--- config.mk ---
export PLATFORM = sky130hd
export DESIGN_NAME = leaf_gpu_ingress_queue
export DESIGN_NICKNAME = d
export VERILOG_FILES = /design/src/rtl/leaf_gpu_ingress_queue.sv
export SDC_FILE = /design/constraint.sdc
export NUM_CORES = 1
export LEC_CHECK = 0
export ABC_AREA = 1
export CAP_MARGIN = 40
export CORE_ASPECT_RATIO = 1.2
export CORE_MARGIN = 2
export CORE_UTILIZATION = 40
export CTS_BUF_LIST = sky130_fd_sc_hd__clkbuf_16
export DETAILED_ROUTE_END_ITERATION = 8
export DONT_BUFFER_PORTS = 1
export PLACE_DENSITY = 0.63
export SLEW_MARGIN = 40
export SYNTH_ARGS = -nofsm -noshare
export SYNTH_HDL_FRONTEND = slang
export SYNTH_SLANG_ARGS = --single-unit
--- constraint.sdc ---
create_clock -name clk -period 3.08 [get_ports clk]
set_input_delay 0.616 -clock clk [delete_from_list [all_inputs] [get_ports clk]]
set_output_delay 0.616 -clock clk [all_outputs]
set_load 0.05 [all_outputs]
--- src/rtl/leaf_gpu_ingress_queue.sv ---
// rtl/leaf_gpu_ingress_queue.sv - show-ahead GPU injection queue in front of the leaf router
//
// Buffers flits from the GPU and presents the head flit to the router under a
// valid/ready handshake. Also exports full/empty/occupancy, an intra-group
// classification of the head flit, and saturating accept/deliver/drop counters.
//
// Ports:
//   clk, reset                      clock, synchronous active-high reset
//   gpu_data/gpu_valid/gpu_dest     flit offered by the GPU
//   gpu_ready                       queue can accept (not full)
//   rtr_data/rtr_valid/rtr_dest     head flit toward the router
//   rtr_ready                       router consumes the head this cycle
//   head_is_local                   head destination is inside GROUP_ID
//   fifo_full/fifo_empty/occupancy  queue status
//   accept_cnt/deliver_cnt/drop_cnt saturating statistics
module leaf_gpu_ingress_queue #(
    parameter int         DWIDTH     = 16,
    parameter int         FIFO_DEPTH = 8,
    parameter logic [3:0] GROUP_ID   = 4'b0100,
    parameter int         CNT_WIDTH  = 8
) (
    input  logic                          clk,
    input  logic                          reset,
    input  logic [DWIDTH-1:0]             gpu_data,
    input  logic                          gpu_valid,
    input  logic [5:0]                    gpu_dest,
    output logic                          gpu_ready,
    output logic [DWIDTH-1:0]             rtr_data,
    output logic                          rtr_valid,
    output logic [5:0]                    rtr_dest,
    input  logic                          rtr_ready,
    output logic                          head_is_local,
    output logic                          fifo_full,
    output logic                          fifo_empty,
    output logic [$clog2(FIFO_DEPTH):0]   occupancy,
    output logic [CNT_WIDTH-1:0]          accept_cnt,
    output logic [CNT_WIDTH-1:0]          deliver_cnt,
    output logic [CNT_WIDTH-1:0]          drop_cnt
);

    localparam int                   AW      = $clog2(FIFO_DEPTH);
    localparam logic [AW:0]          OCC_MAX = (AW+1)'(FIFO_DEPTH);
    localparam logic [CNT_WIDTH-1:0] CNT_MAX = '1;

    logic [DWIDTH+5:0]    r_mem [FIFO_DEPTH];
    logic [AW-1:0]        r_wr_ptr;
    logic [AW-1:0]        r_rd_ptr;
    logic [AW:0]          r_occ;
    logic [CNT_WIDTH-1:0] r_accept_cnt;
    logic [CNT_WIDTH-1:0] r_deliver_cnt;
    logic [CNT_WIDTH-1:0] r_drop_cnt;

    logic w_full;
    logic w_empty;
    logic w_push;
    logic w_pop;
    logic w_drop;

    // Status comes from registered occupancy only, so nothing on the GPU side
    // reaches the router side combinationally and a pop never unblocks a push
    // in the same cycle.
    assign w_full  = (r_occ == OCC_MAX);
    assign w_empty = (r_occ == '0);
    assign w_push  = gpu_valid && !w_full;
    assign w_pop   = rtr_ready && !w_empty;
    assign w_drop  = gpu_valid && w_full;

    assign gpu_ready     = !w_full;
    assign rtr_valid     = !w_empty;
    assign fifo_full     = w_full;
    assign fifo_empty    = w_empty;
    assign occupancy     = r_occ;
    assign accept_cnt    = r_accept_cnt;
    assign deliver_cnt   = r_deliver_cnt;
    assign drop_cnt      = r_drop_cnt;

    // Show-ahead: the head entry is always on the outputs; meaningless when empty.
    assign {rtr_dest, rtr_data} = r_mem[r_rd_ptr];
    assign head_is_local        = !w_empty && (rtr_dest[5:2] == GROUP_ID);

    // Storage is intentionally not cleared by reset.
    always_ff @(posedge clk) begin
        if (w_push && !reset) begin
            r_mem[r_wr_ptr] <= {gpu_dest, gpu_data};
        end
    end

    always_ff @(posedge clk) begin
        if (reset) begin
            r_wr_ptr      <= '0;
            r_rd_ptr      <= '0;
            r_occ         <= '0;
            r_accept_cnt  <= '0;
            r_deliver_cnt <= '0;
            r_drop_cnt    <= '0;
        end else begin
            if (w_push) begin
                r_wr_ptr <= r_wr_ptr + 1'b1;
            end
            if (w_pop) begin
                r_rd_ptr <= r_rd_ptr + 1'b1;
            end
            case ({w_push, w_pop})
                2'b10:   r_occ <= r_occ + 1'b1;
                2'b01:   r_occ <= r_occ - 1'b1;
                default: r_occ <= r_occ;
            endcase
            if (w_push && r_accept_cnt != CNT_MAX) begin
                r_accept_cnt <= r_accept_cnt + 1'b1;
            end
            if (w_pop && r_deliver_cnt != CNT_MAX) begin
                r_deliver_cnt <= r_deliver_cnt + 1'b1;
            end
            // A held offer against a full queue counts once per stalled cycle.
            if (w_drop && r_drop_cnt != CNT_MAX) begin
                r_drop_cnt <= r_drop_cnt + 1'b1;
            end
        end
    end

endmodule

# Word-level counts from Yosys, hierarchy flattened
# Memories as Yosys holds them, arrays and structs flattened. A register that Yosys moved wholly into a read port is not among the register bits.
# Cells that the tools add are included.
# W data, S select, Z words.
# word_totals
ff_bits,34
ram_bits,176
in_bits,26
output_inout_bits,55
word_cells,39
n_memories,1
# memory_table
name,depth,width,read_ports,rd_ports_with_merged_regs,write_ports,line,source
r_mem,8,22,1,1,1,45,logic [DWIDTH+5:0] r_mem [FIFO_DEPTH];
# classes
addsub,7
eq_ne,7
mux,5
reduce_logical,13
# ops
operator,n
$add A8 B1 Y8 const B,3
$ne A8 B8 Y1 const B,3
$logic_and A1 B1 Y1,8
$pmux W4 S2,1
$add A3 B1 Y3 const B,2
$mux W3,2
$add A4 B1 Y4 const B,1
$eq A4 B3 Y1 const B,1
$eq A4 B4 Y1 const B,1
$logic_not A4 Y1,1
$sub A4 B1 Y4 const B,1
$logic_not A1 Y1,3
$eq A2 B1 Y1 const B,1
$eq A2 B2 Y1 const B,1
$mux W1,2
$reduce_bool A2 Y1,1

# Depth between registers and ports, before layout
# Gate-level depths: netlist (run 1).
# depth
ltp_word,6
mapped_depth,14
ltp_nobuf,14

# Worst setup path after synthesis (run 1)
# OpenSTA, ideal clock, no wires.
# synth_path
kind,register to register
startpoint,"register r_occ[2], in the netlist occupancy[2]"
endpoint,"memory r_mem[6][0] (netlist name), enable pin"
setup_time_ps,429
t_arrival_ps,2970
path_slack_ps,-318
stages_incl_launch_ff,7
path_cell_list,dfxtp_1 -> inv_1 -> nand3_4 -> nand2_4 -> inv_2 -> nand2_1 -> nor3_1
# synth_between
elab_chain_len,6
# synth_rtl
item,line,source
from (decl),48,logic [AW:0] r_occ;
from (signal assigned),104,2'b10: r_occ <= r_occ + 1'b1;
from (signal assigned),105,2'b01: r_occ <= r_occ - 1'b1;
from (signal assigned),106,default: r_occ <= r_occ;
$eq A4 B4 Y1,62,assign w_full = (r_occ == OCC_MAX);
$logic_not A1 Y1,n/a,
named net gpu_ready,27,"output logic gpu_ready,"
$logic_and A1 B1 Y1,64,assign w_push = gpu_valid && !w_full;
$logic_and A1 B1 Y1,83,if (w_push && !reset) begin
$mux W1,83,
$mux W1 (not written as such),84,"r_mem[r_wr_ptr] <= {gpu_dest, gpu_data};"
to (decl),45,
# The timed path passes the listed nets, and every way through them passes these cells.

==> run summary, run 1 <==
CTS Hold Bufs = 0
Clock Root Buffer = sky130_fd_sc_hd__clkbuf_16
gate family responsible for the most delay along the worst path = buffers and inverters
synthesized area per cell = 10.81 um^2
antenna cells = 0
Slowest Stage Delay on Critical Path = 340 ps
reported leakage power = 0.003803 uW
number of antenna violations at the first check in global routing = 0
Tightest Hold Check Type = in -> reg
clock slew at the register clock pins of the worst setup and hold paths = 60 ps
library cell appearing most often on the critical path = sky130_fd_sc_hd__nand3_1
synthesized instance count = 825
clock sink count = 213
die outline area = 0.02351 mm^2
worst path cell trace = inv_4 > buf_4 > nand2_1 > nand3_1 > nand3_1 > nand2_1 > nand3_1 > nor2_1 > buf_4
remaining routing DRC violations = 0
synthesized net count = 859
global-route wire length before repair = 29390 um
outcome = completed
register-to-register path setup slack = 920 ps
number of nets in the layout = 890
vias = 5826
Peak VDD IR = 0.7302 mV
Max Fclk = 346.7 MHz
PortBufs = 0
cell count after placement = 1105
die outline width = 140.3 um
Critical-path top delay cell = sky130_fd_sc_hd__dfxtp_2
highest net fanout along the worst path = 34
share of synthesized area occupied by flip-flops and latches = 67.57%
start-to-end type of the worst setup path = reg -> out
cell area after synthesis = 0.008917 mm^2
Boundary Pins = 81
Die Span Y = 167.6 um
final number of setup-violating endpoints = 0
DRT iter0 DRCs = 349
layout-stage area growth over the synthesis result = 13.86%
finished layout cell area = 0.01015 mm^2
total CTS buffers = 23
number of buffer and inverter stages on the critical path = 3
Std-Cell Core Area = 0.02178 mm^2
flip-flop and latch count after synthesis = 213
required time of the critical path = 2460 ps
hold path startpoint = reset
worst hold slack across all endpoints = 167.1 ps
vias in the first global route = 5573
critical path capture point type = primary output
headroom to the max-slew limit = 54.92%
remaining antenna violation count after routing = 0
Period minus WS final = 2885 ps
Routed wire per std cell = 15.93 um
Synth warnings = 0
buffers inserted by post-CTS timing repair = 0
First-pass DRT Iterations = 6
Placement Cell Area = 0.009449 mm^2
total power draw = 8726 uW
pin slew with the least headroom to its limit = 675.3 ps
count of cell types in the netlist = 31
RSZ-0062 raised after global routing = no
post-route clock skew = 18.19 ps
max_cap viols = 0
total wire length after detailed routing = 18240 um
routability congestion estimate from global placement = 0.7919
Initial Util = 40.95%
Bufs on Longest Clock Path = 3
final hold viol count = 0
HPWL Detailed = 10590 um
Layout Cells excl Fill = 1145
category of the worst setup path launch point = flop
global routing usage summed across all routing layers = 15.56%
# resized after CTS = 0
Clock Latency Late Sink = 510 ps
RR Startpoint = occupancy[3]
endpoint arrival time on the critical path = 2270 ps
Final TNS setup = 0 ps
fraction of layout instances using a drive strength above 1 = 11.48%
CTS tree = built
pwr dens = 859.5 mW/mm^2
GR Overflow Total = 0
via/cell ratio = 5.088
maximum number of pins on one net before global-route repair = 90
number of max-slew violations in the final report = 0
level count of the clock H-tree = 1
standard-cell row count = 59
fraction of the cycle the final worst path needs = 93.66%
cell type report:
cell class,instances,area (um^2)
flip-flops and latches,213,6027
multi-input cells,515,2507
well taps,274,342.8
fillers,1943,11620
clock buffers,23,575.6
inverters,62,239.0
clock inverters,17,128.9
repair buffers,41,332.8
flip-flops by register name (all words and copies together) (netlist names), named ones only:
name and count:
drop_cnt 8, deliver_cnt 8, r_rd_ptr 3, accept_cnt 8
r_mem 176, occupancy 4, r_wr_ptr 3
placed cells by master (no fill, tap or decap), types with 8 or more instances in the layout:
cell,netlist,layout
sky130_fd_sc_hd__nor2_1,113,109
sky130_fd_sc_hd__xor2_1,8,8
sky130_fd_sc_hd__a21oi_1,24,24
sky130_fd_sc_hd__nand2_1,172,172
sky130_fd_sc_hd__clkbuf_16,0,23
sky130_fd_sc_hd__ha_1,8,8
sky130_fd_sc_hd__o21ai_0,91,91
sky130_fd_sc_hd__inv_1,55,61
sky130_fd_sc_hd__o22ai_1,36,36
sky130_fd_sc_hd__dfxtp_1,37,36
sky130_fd_sc_hd__edfxtp_1,176,176
sky130_fd_sc_hd__nand3_1,28,28
sky130_fd_sc_hd__buf_4,7,39
logic make-up after synthesis:
group | synth area share [%]
simple gates | 15.93
fa+ha+maj | 1.123
flops | 67.57
compound gates | 9.261
xor+xnor | 1.473
buf+inv | 4.644
final timing paths:
| path | end | cells after the start |
|---|---|---|
| setup / recovery | head_is_local | 9 |
| hold / removal | drop_cnt[5] | 1 |
| setup reg to reg | occupancy[2] | 12 |
| hold reg to reg | r_rd_ptr[0] | 1 |
synth_stat cells, drive strengths merged:
master,n,share of area [%]
nand2,177,7.8
edfxtp,176,59
nor2,117,5.3
o21ai,92,5.2
inv,61,2.6
dfxtp,37,8.3
o22ai,36,2.5
nand3,31,2.0
a21oi,25,1.4
clkbuf,19,0.80
buf,16,1.2
ha,8,1.1
xor2,8,0.79
xnor2,7,0.69
nand4,6,0.42
nor3,4,0.22
and3,2,0.14
and2,1,0.070
clkinv,1,0.056
o211ai,1,0.084
layer usage:
layer | vias to the layer above | track usage [%] | part of all wire, %
met5 | - | 0 | 0
met4 | 0 | 3.953 | 1.4
met3 | 24 | 3.717 | 7.2
met2 | 176 | 26.94 | 49
li1 | 2897 | - | -
met1 | 2729 | 19.69 | 42
report_power, final:
part	leakage [uW]	total (uW)	switching (uW)	internal, uW
combinational	0.00154	2750	1990	760
sequential	0.00189	3410	150	3260
clock	0.000368	2560	1050	1520
total	0.00380	8730	3180	5540
through the flow:
step | setup WS (ps) | util, %
global route | 28.44 | 46.62
finish | 195.4 | 46.62
global placement | 733.8 | 43.39
floorplan | -318.3 | -
CTS | 163.8 | 46.62
detailed placement | 719.9 | 43.39
Power figures use the tool's default switching activity.
==> inputs of run 2 (changes only) <==
ABC_AREA = 0   (was 1)
GPL_ROUTABILITY_DRIVEN = 0   (was not set)
SLEW_MARGIN = 20   (was 40)
==> run 2 against run 1 <==
Compared with the run above:
- maximum frequency down 1.8%
- register-to-register slack got worse by 270 ps
- clock power is 8% higher
- clock-buffer cell count did not move
- sequential share of layout area rose by 2.1 points
- die area shrank 5.4%
- power shrank 6.3%
- first-iteration DRC count shrank 22%
- setup slack worse by 52 ps
- largest power group unchanged
- cell count decreased by 30%
- wire length fell by 9.8%
- largest cell class unchanged
- combinational power down 25%
==> run summary, run 2 <==
count of cell types in the netlist = 43
clock sink count = 213
Peak VDD IR = 0.4279 mV
met2 routing resource usage after global routing = 27.20%
most used standard cell by instance count after synthesis = sky130_fd_sc_hd__edfxtp_1
CTS tree = built
layout-stage area growth over the synthesis result = 16.54%
Clock Latency Late Sink = 490 ps
Max Fclk = 340.6 MHz
Bufs on Longest Clock Path = 3
Worst Hold Depth = 1
flip-flop and latch count after synthesis = 213
length in cells of the worst reg-to-reg path = 9
synthesized net count = 502
clock power share = 33.8%
remaining routing DRC violations = 0
global routing usage summed across all routing layers = 14.94%
Comb power frac = 25.2%
met3 track demand over resource = 3.361%
highest net fanout along the worst path = 11
Final WS setup = 143.8 ps
layer with the highest usage after global routing = met2
commonest cells after routing, fill and taps aside = sky130_fd_sc_hd__edfxtp_1, sky130_fd_sc_hd__mux4_2, sky130_fd_sc_hd__buf_4
critical path capture point type = primary output
Internal Dissipation = 5743 uW
Synth warnings = 0
total CTS buffers = 23
CTS Hold Bufs = 0
top cells by area in the synthesized netlist = sky130_fd_sc_hd__edfxtp_1, sky130_fd_sc_hd__mux4_2, sky130_fd_sc_hd__dfxtp_1
standard-cell row count = 58
met1 routing resource usage after global routing = 17.45%
PortBufs = 0
number of flip-flops under the largest register name = 176
FF-to-FF End = occupancy[2]
Period minus WS final = 2936 ps
cell area after synthesis = 0.008419 mm^2
fraction of the cycle the final worst path needs = 95.33%
level count of the clock H-tree = 1
total wire length after detailed routing = 16450 um
RR Startpoint = occupancy[0]
fraction of layout instances using a drive strength above 1 = 30.06%
via/cell ratio = 5.369
share of synthesized area occupied by flip-flops and latches = 71.57%
register with the highest flop count = r_mem
total power draw = 8178 uW
outcome = completed
Worst Hold Endpoint = drop_cnt[3]
die outline area = 0.02223 mm^2
area share of the largest cell type after synthesis = 62.77%
Boundary Pins = 81
clock slew at the register clock pins of the worst setup and hold paths = 60 ps
Post-synth EDFFs = 176
hold path startpoint = reset
maximum number of pins on one net before global-route repair = 41
vias in the first global route = 4527
list of most frequent post-synthesis cells = sky130_fd_sc_hd__edfxtp_1, sky130_fd_sc_hd__mux4_2, sky130_fd_sc_hd__dfxtp_1, sky130_fd_sc_hd__nor2_1, sky130_fd_sc_hd__mux2_2
RSZ-0062 raised after global routing = no
cell count after placement = 752
Placement Setup Slack = 451.6 ps
headroom to the max-slew limit = 52.87%
HPWL Detailed = 10620 um
start-to-end type of the worst setup path = reg -> out
required time of the critical path = 2460 ps
final hold viol count = 0
DRT iter0 DRCs = 272
category of the worst setup path launch point = flop
First-pass DRT Iterations = 4
Std-Cell Core Area = 0.02083 mm^2
pin slew with the least headroom to its limit = 706.0 ps
proportion of power drawn by flip-flops and latches = 41.0%
remaining antenna violation count after routing = 0
Layout Cells excl Fill = 799
global-route wire length before repair = 25300 um
antenna cells = 0
cell accounting for the most synthesized area = sky130_fd_sc_hd__edfxtp_1
die outline width = 136.4 um
vias = 4290
share of async-settable or async-resettable flops after synthesis = 0%
register-to-register path setup slack = 650 ps
most frequently used flop master after synthesis = sky130_fd_sc_hd__edfxtp_1
reported leakage power = 0.003177 uW
power spent charging and discharging nets = 2436 uW
number of max-slew violations in the final report = 0
Tightest Hold Check Type = in -> reg
synthesized area per cell = 17.99 um^2
commonest non-fill, non-tap cell in the layout = sky130_fd_sc_hd__edfxtp_1
GR Overflow Total = 0
number of antenna violations at the first check in global routing = 0
pwr dens = 833.5 mW/mm^2
post-route clock skew = 8.135 ps
Initial Util = 40.42%
Die Span Y = 162.9 um
number of nets in the layout = 547
max_cap viols = 0
synthesized instance count = 468
switching power as a share of total power = 29.78%
endpoint arrival time on the critical path = 2320 ps
Clock Root Buffer = sky130_fd_sc_hd__clkbuf_16
Routed wire per std cell = 20.59 um
final number of setup-violating endpoints = 0
## run 2: repair_timing
item                                    4_1_cts  5_1_grt
hold endpoints to repair                      0        0
endpoints found under the setup margin       18        1
buffers inserted                              0        6
gates resized for setup                       3        0
pin swaps                                     0        0
## run 2: worst max path at each step
stage	end	depth (start not counted)	from	slack, ps
6_report	head_is_local	6	flop	140
3_3_place_gp	rtr_data[9]	3	flop	490
3_5_place_dp	rtr_data[9]	3	flop	450
5_1_grt	head_is_local	6	flop	20
4_1_cts	head_is_local	6	flop	70
2_1_floorplan	head_is_local	6	flop	-540
## run 2: metal layers
layer  vias to the layer above  part of all wire (%)
met5                         -                     0
met4                         0                   2.3
met3                        32                   6.2
met2                       108                    53
met1                      2200                    39
li1                       1950                     -
## run 2: cells by family after synthesis
group                    after synthesis  share of synthesized area, %
adder cells (fa/ha/maj)                8                         1.189
AO/OA/AOI/OAI                         36                         2.645
flip-flops                           213                         71.57
AND/OR/NAND/NOR                       97                         5.945
XOR/XNOR                              14                         1.456
buffers and inverters                 26                         1.501
multiplexers                          74                         15.69
## run 2: critical path: stages (launching register included)
cell,delay (ps)
sky130_fd_sc_hd__dfxtp_1,570
sky130_fd_sc_hd__buf_4,300
sky130_fd_sc_hd__mux4_2,320
sky130_fd_sc_hd__mux2_2,290
sky130_fd_sc_hd__nand2_1,90
sky130_fd_sc_hd__nor4_2,50
sky130_fd_sc_hd__buf_4,190
## run 2: through the flow
stage          util (%)  TNS (ps)  area (um^2)  hold WS, ps
6_report          47.11         0         9812        184.8
5_1_grt           47.11         0         9812        166.5
4_1_cts           46.89         0         9767        158.6
3_5_place_dp      43.17         0         8991        526.7
3_3_place_gp      43.17         0         8991        509.0
2_1_floorplan         -    -638.4         8436        484.7
## run 2: area by class of cell
| class | instances | area [um^2] |
|---|---|---|
| clock inverter | 18 | 190.2 |
| fill | 1722 | 11020 |
| inverter | 5 | 23.77 |
| timing repair buffer | 41 | 327.8 |
| tap | 270 | 337.8 |
| multi-input combinational | 229 | 2326 |
| sequential | 213 | 6031 |
| clock buffer | 23 | 575.6 |
## run 2: power groups by stage
stage	Combinational (uW)	Sequential, uW	Clock (uW)
after detailed placement	2010	3430	0
after global routing	2200	3370	2920
after global placement	1980	3420	0
final	2060	3360	2760
after CTS	2030	3370	2830
after floorplan	1580	3470	0
==> inputs of run 3 (changes only) <==
GPL_TIMING_DRIVEN = 1   (was not set)
==> results of run 3 <==
The final DEF is identical to that of run 2; final timing and power are the same.
